### src/rtl/uc_pkg.sv
// Shared definitions for the microcontroller control unit: FSM states,
// opcode constants and the control word handed to the datapath.
package uc_pkg;

    typedef enum logic [1:0] {
        ST_IDLE   = 2'b00,
        ST_RUN    = 2'b01,
        ST_FLUSH  = 2'b10,
        ST_HALTED = 2'b11
    } state_t;

    localparam logic [5:0] OP_J    = 6'b000000;
    localparam logic [5:0] OP_JZ   = 6'b000001;
    localparam logic [5:0] OP_JNZ  = 6'b000010;
    localparam logic [5:0] OP_HALT = 6'b000011;

    localparam logic [2:0] ALU_PASS = 3'b000;

    typedef struct packed {
        logic       s_inc;
        logic       s_inm;
        logic       we;
        logic       wez;
        logic [2:0] alu_op;
    } ctrl_t;

    // Control word for cycles in which nothing may be written and the PC advances.
    localparam ctrl_t CTRL_IDLE = '{s_inc: 1'b1, s_inm: 1'b0, we: 1'b0,
                                    wez: 1'b0, alu_op: ALU_PASS};

endpackage

### src/rtl/uc_decode.sv
// Purely combinational opcode/zero-flag decode into a datapath control word,
// plus flags telling the FSM whether a jump is taken or a HALT was seen.
module uc_decode
    import uc_pkg::*;
(
    input  logic [5:0] Opcode,
    input  logic       zero,
    output ctrl_t      ctrl,
    output logic       taken,
    output logic       halt
);

    always_comb begin
        ctrl  = CTRL_IDLE;
        taken = 1'b0;
        halt  = 1'b0;
        if (Opcode[5]) begin
            ctrl.alu_op = Opcode[4:2];
            ctrl.we     = 1'b1;
            ctrl.wez    = 1'b1;
        end else if (Opcode[4]) begin
            ctrl.alu_op = Opcode[3:1];
            ctrl.s_inm  = 1'b1;
            ctrl.we     = 1'b1;
            ctrl.wez    = 1'b1;
        end else begin
            // Remaining 00xxxx codes: jumps and HALT, anything else is a NOP.
            case (Opcode)
                OP_J: begin
                    ctrl.s_inc = 1'b0;
                    taken      = 1'b1;
                end
                OP_JZ: begin
                    ctrl.s_inc = ~zero;
                    taken      = zero;
                end
                OP_JNZ: begin
                    ctrl.s_inc = zero;
                    taken      = ~zero;
                end
                OP_HALT: begin
                    ctrl.s_inc = 1'b0;
                    halt       = 1'b1;
                end
                default: ;
            endcase
        end
    end

endmodule

### src/rtl/uc_microc.sv
// Control unit for the single-cycle microcontroller: run/halt FSM, one-cycle
// flush after taken jumps, and a saturating retired-instruction counter.
module uc_microc
    import uc_pkg::*;
#(
    parameter int CNT_W = 16
) (
    input  logic             clk,
    input  logic             reset,
    input  logic             start,
    input  logic [5:0]       Opcode,
    input  logic             zero,
    output logic             dp_reset,
    output logic             s_inc,
    output logic             s_inm,
    output logic             we,
    output logic             wez,
    output logic [2:0]       ALUOp,
    output logic             busy,
    output logic             halted,
    output logic [CNT_W-1:0] instr_count
);

    state_t     state;
    state_t     state_next;
    logic       restart_pending;
    ctrl_t      dec_ctrl;
    ctrl_t      ctrl;
    logic       dec_taken;
    logic       dec_halt;

    uc_decode u_decode (
        .Opcode (Opcode),
        .zero   (zero),
        .ctrl   (dec_ctrl),
        .taken  (dec_taken),
        .halt   (dec_halt)
    );

    always_ff @(posedge clk) begin
        if (!reset) begin
            state <= ST_IDLE;
        end else begin
            state <= state_next;
        end
    end

    // A start seen in HALTED passes through IDLE first, so remember it for one cycle.
    always_ff @(posedge clk) begin
        if (!reset) begin
            restart_pending <= 1'b0;
        end else if (state == ST_HALTED && start) begin
            restart_pending <= 1'b1;
        end else if (state == ST_IDLE) begin
            restart_pending <= 1'b0;
        end
    end

    always_ff @(posedge clk) begin
        if (!reset || state == ST_IDLE) begin
            instr_count <= '0;
        end else if (state == ST_RUN && instr_count != {CNT_W{1'b1}}) begin
            instr_count <= instr_count + CNT_W'(1);
        end
    end

    always_comb begin
        state_next = state;
        ctrl       = CTRL_IDLE;
        dp_reset   = 1'b0;
        busy       = 1'b0;
        halted     = 1'b0;
        case (state)
            ST_IDLE: begin
                dp_reset = 1'b1;
                if (start || restart_pending) begin
                    state_next = ST_RUN;
                end
            end
            ST_RUN: begin
                busy = 1'b1;
                ctrl = dec_ctrl;
                if (dec_halt) begin
                    state_next = ST_HALTED;
                end else if (dec_taken) begin
                    state_next = ST_FLUSH;
                end
            end
            ST_FLUSH: begin
                busy       = 1'b1;
                state_next = ST_RUN;
            end
            ST_HALTED: begin
                halted     = 1'b1;
                ctrl.s_inc = 1'b0;
                if (start) begin
                    state_next = ST_IDLE;
                end
            end
            default: state_next = ST_IDLE;
        endcase
    end

    assign s_inc = ctrl.s_inc;
    assign s_inm = ctrl.s_inm;
    assign we    = ctrl.we;
    assign wez   = ctrl.wez;
    assign ALUOp = ctrl.alu_op;

endmodule

### config.mk
export PLATFORM = sky130hd
export DESIGN_NAME = uc_microc
export DESIGN_NICKNAME = d
export VERILOG_FILES = /design/src/rtl/uc_pkg.sv /design/src/rtl/uc_decode.sv /design/src/rtl/uc_microc.sv
export SDC_FILE = /design/constraint.sdc
export NUM_CORES = 1
export LEC_CHECK = 0
export BUFFER_PORTS_ARGS = -buffer_cell sky130_fd_sc_hd__clkbuf_2
export CORE_MARGIN = 1.5
export CORE_UTILIZATION = 50
export CTS_CLUSTER_DIAMETER = 80
export DETAILED_ROUTE_END_ITERATION = 7
export PLACE_DENSITY = 0.81
export SLEW_MARGIN = 20
export SYNTH_ARGS = -nofsm -noshare
export SYNTH_HDL_FRONTEND = slang
export SYNTH_SLANG_ARGS = --single-unit
### constraint.sdc
create_clock -name clk -period 2.2 [get_ports clk]
set_clock_uncertainty 0.2 [all_clocks]
set_input_delay 0.44 -clock clk [delete_from_list [all_inputs] [get_ports clk]]
set_output_delay 0.44 -clock clk [all_outputs]
set_load 0.02 [all_outputs]
* Word level (Yosys, flattened, before mapping)
Index checks and enable logic that the tools add are counted.
** Word-level totals
- Flip-flop bits (word level) :: 19
- Output and inout port bits :: 26
- Logic and storage cells :: 49
** Operators by class
- Add/sub/neg operators :: 1
- Equality and inequality tests :: 10
- Multiplexer cells :: 23
- Bitwise logic cells :: 1
- Reductions and logical operators :: 11
** Operator list (count)
- 16-bit by 1-bit adder with 16-bit output (second input constant) :: 1
- 16-bit != test (second input constant) :: 1
- 6-bit by 2-bit == test with 1-bit output (second input constant) :: 2
- 6-bit two-way mux :: 2
- 1-bit two-way mux :: 11
- 2-bit two-way mux :: 5
- 2-bit one-hot mux with 4 select lines :: 1
- 6-bit by 1-bit == test with 1-bit output (second input constant) :: 1
- 6-bit zero test :: 1
- 1-bit one-hot mux with 3 select lines :: 2
- 5-bit two-way mux :: 1
- 2-bit == test (second input constant) :: 2
- 2-bit OR reduction :: 2
- 3-bit != test (second input constant) :: 1
- 3-bit AND reduction :: 1
- 2-bit by 1-bit == test with 1-bit output (second input constant) :: 1
- 1-bit logical AND :: 2
- 2-bit zero test :: 1
- 1-bit logical OR :: 2
- 2-bit by 1-bit != test with 1-bit output (second input constant) :: 1
- 2-bit != test (second input constant) :: 1
- 1-bit one-hot mux with 2 select lines :: 1
- 2-bit nonzero test :: 1
- 1-bit zero test :: 1
- 1-bit NOT :: 1

* Longest topological paths before layout
- Word-level depth :: 7
- Gate-level depth with buffers :: 7
- Gate-level depth less buffers :: 6

* By module
A second synthesis with hierarchy kept.
** Unflattened totals
- Cells, all modules :: 138
- Area total of the unflattened synthesis :: 1146.1 µm²
** By module, submodules not included
- uc_microc :: times used 1, cells each 123, area an instance 1036.0 µm²
- uc_decode :: times used 1, cells each 15, area an instance 110.1 µm²

* Least setup slack after synthesis
Ideal clock, no wire load.
- Path kind :: input port to output port
- From :: in Opcode[5]
- To :: out s_inc
- Arrival :: 1378 ps
- Data required time :: 1560 ps
- Setup slack :: 182 ps
- Stages :: 3
- Path buffers :: 0
- Cell sequence :: or4_4 -> nor3_2 -> mux2i_1
** Between the ends
- Longest elaborated chain between the ends :: 6
- Elaborated cells on any way between the ends :: 9
- Those cells by class :: 3 x eq/ne; 4 x mux; 2 x reduce/logical
** Ends and longest elaborated chain
- start: declaration :: line uc_microc.sv:11 : input logic [5:0] Opcode,
- 6-bit by 2-bit == test with 1-bit output or 6-bit zero test (tied branches) :: line uc_decode.sv:28 : case (Opcode)
- 2-bit OR reduction (no source line)
- 1-bit one-hot mux with 3 select lines :: line uc_decode.sv:28
- 1-bit two-way mux :: line uc_decode.sv:21 : end else if (Opcode[4]) begin
- 2-bit two-way mux (*) :: line uc_decode.sv:17 : if (Opcode[5]) begin
- 1-bit one-hot mux with 2 select lines (*) :: line uc_microc.sv:73 : case (state)
- end: declaration :: line uc_microc.sv:14 : output logic s_inc,
Mark *: on every way between the ends. The rest lies on a longest branch, timed or not.

* Final worst setup path
- From :: in Opcode[2]
- To :: out s_inc
** Between the ends
- Longest elaborated chain between the ends :: 6
- Elaborated cells on any way between the ends :: 9
- Those cells by class :: 3 x eq/ne; 4 x mux; 2 x reduce/logical
** Ends and longest elaborated chain (line)
- 6-bit by 2-bit == test with 1-bit output or 6-bit zero test (tied branches) :: uc_decode.sv:28
- 2-bit OR reduction (no source line)
- 1-bit one-hot mux with 3 select lines (*) :: uc_decode.sv:28
- 1-bit two-way mux (*) :: uc_decode.sv:21
- 2-bit two-way mux (*) :: uc_decode.sv:17
- 1-bit one-hot mux with 2 select lines (*) :: uc_microc.sv:73
Marks and branches as above.

==> flow_summary.toml <==
[global_route]
grt_pass1_vias = 1122
grt_busiest_layer = "met2"
grtUsageTotal = 0.219
grt.met2_usage = 0.431
grt_first_pass_wirelength_um = 4430
grt_start_max_net_pins = 13
antenna_found_initial = 0
overflow = 0
globalRouteMet1Util = 0.232
use_met3 = 0.0263

[synthesis]
syn_area_um2 = 1160
yosysSeqAreaShare = 0.329
syn_inst = 147
synth.most_common_cell = "dfxtp_1"
synthTopCellsByArea = "dfxtp_1, nand4_1, nor2_1"
yosys-top-cells-count = "dfxtp_1, nor2_1, a21oi_1, nand2_1, nand4_1"
ys_seq_elements = 19
synth.net_count = 161
synth.distinct_cells = 40
synth_top_flop_cell = "dfxtp_1"
synth_async_sr_flop_share = 0
yosysTopAreaCell = "dfxtp_1"
synth.top_cell.area_share = 0.329
yosysWarnings = 0
syn_avg_cell_area_um2 = 7.87
synth-edff-count = 0

[route]
ant_nets = 0
viasPerCell = 5.81
first_pass_iters = 4
routed_wl_um = 2840
wl_per_cell_um = 13.2
drc_errors = 0
drt_iter0_drc = 42
vias = 1255

[worst_setup_path]
reg2regPathDepth = 5
endpoint = "s_inc"
crit_required_ns = 1.56
crit_start = "Opcode[2]"
r2r_end = "instr_count[12]"
cp_max_fo = 3
endpoint_kind = "output port"
start_kind = "input pin"
path_class = "in2out"
r2r-start = "instr_count[0]"
crit_arrival_ns = 1.55
rrSetupSlack_ns = 0.38

[power_and_ir_drop]
peakVddDrop_v = 0.000329
powerDensity_nw_per_um2 = 472
sw_frac_of_total = 0.298
power.switching_uw = 204
power.total_uw = 684
p_clk_frac = 0.261
p_comb_frac = 0.219
p_leak_nw = 0.629
p_seq_frac = 0.520
intPower_uw = 480

[placed_design]
dp.final_hpwl_um = 2070
gp_congestion = 0.754
placed_cell_area_um2 = 1380
io_buffers = 35

[clocking]
insertion_delay_ns = 0.30
root_buffer = "clkbuf_4"
numCtsBuffers = 3
clkTransAtPathRegs_ns = 0.10
htree_levels = 1
cts.sinks = 19
holdBufCountCts = 0
clk_path_buf_depth = 2
cts_tree = "done"

[layout]
design_area_um2 = 1450
drive_above_1_share = 0.309
n_antenna_cell = 0
nets = 203
area_delta_synth_final_pct = 25.2

[sta]
fmax_mhz = 456
period_share = 0.997
drv_slew = 0
setup_violations = 0
slew_headroom = 0.680
final_hold_viol_count = 0
tightest_slew_ns = 0.480
min_period_ns = 2.19

[floorplanning]
core_area_um2 = 2190
initial_utilization = 0.528
dieArea_um2 = 2610
chipHeight_um = 51.1
die_w_um = 51.1
row_count = 17
num_io_pins = 36

[run_status]
status = "complete, no violations"

[min_path]
hold_path_depth = 3
min_path_type = "in2reg"

[flow_run]
max_cap_violations = 0
stage by stage:
step / hold slack [ns] / instances / setup slack, ns / setup TNS, ns / util
after floorplan: 0.246 / 147 / 0.182 / 0 / -
final: 0.182 / 216 / 0.00739 / 0 / 0.661
after detailed placement: 0.260 / 210 / 0.0155 / 0 / 0.631
after CTS: 0.175 / 214 / 0.0117 / 0 / 0.644
after global routing: 0.186 / 216 / -0.0230 / -0.0230 / 0.661
after global placement: 0.258 / 210 / 0.0418 / 0 / 0.631
sequential cells by signal, summed over array words and instances, names as in the netlist:
register         count
instr_count         16
restart_pending      1
state                2
final cells by class:
class,instances,area [um^2]
well taps,28,35.0
fillers,186,742
flip-flops and latches,19,382
clock buffers,4,26.3
repair buffers,44,245
multi-input cells,116,742
inverters,5,18.8
worst min-delay path by stage:
stage,startpoint,to
6_report,start,restart_pending
3_3_place_gp,restart_pending,restart_pending
4_1_cts,start,restart_pending
3_5_place_dp,restart_pending,restart_pending
2_1_floorplan,restart_pending,restart_pending
5_1_grt,start,restart_pending
cells in the final DEF (no fill, tap or decap), drive strengths merged, types with 2 or more instances in the layout:
master	n
nor2b	2
a31oi	2
nor2	18
or3	7
mux2i	5
a41o	2
nand2b	5
a22oi	2
clkbuf	38
inv	5
dfxtp	19
nand3	7
a21oi	11
o21ai	7
nor3	3
nand4	11
and3	2
ha	4
buf	10
nand2	11
timing repair:
item | in CTS | in global routing
buffers inserted | 0 | 2
setup endpoints to repair | 3 | 6
pin swaps | 0 | 2
cloned | 0 | 0
resized for setup | 1 | 6
power groups by stage:
stage	clock (mW)	combinational, mW	sequential [mW]
after floorplan	0	0.0956	0.361
after global placement	0	0.137	0.360
after detailed placement	0	0.141	0.361
after CTS	0.184	0.142	0.353
after global routing	0.196	0.164	0.356
final	0.179	0.150	0.355
critical path, cell delays in order:
cell and delay, ns:
clkbuf_2 0.10, or4_4 0.56, nor3_4 0.19, mux2i_1 0.09, buf_4 0.16
cell families (layout without fill, tap and decap cells):
family | count (synthesis) | count (layout) | share of synthesized area
adders and majority gates | 4 | 4 | 0.0432
xor gates and xnor gates | 1 | 1 | 0.00757
DFF | 19 | 19 | 0.329
muxes | 5 | 5 | 0.0432
and+or+nand+nor | 76 | 76 | 0.363
buffers and inverters | 12 | 53 | 0.0486
AOI/OAI and AO/OA | 30 | 30 | 0.165
layer usage:
layer / up-vias / share of wire
li1: 619 / -
met1: 603 / 0.41
met2: 28 / 0.54
met3: 5 / 0.035
met4: 0 / 0.013
met5: - / 0
No activity file was read; power rests on OpenSTA's default activity.
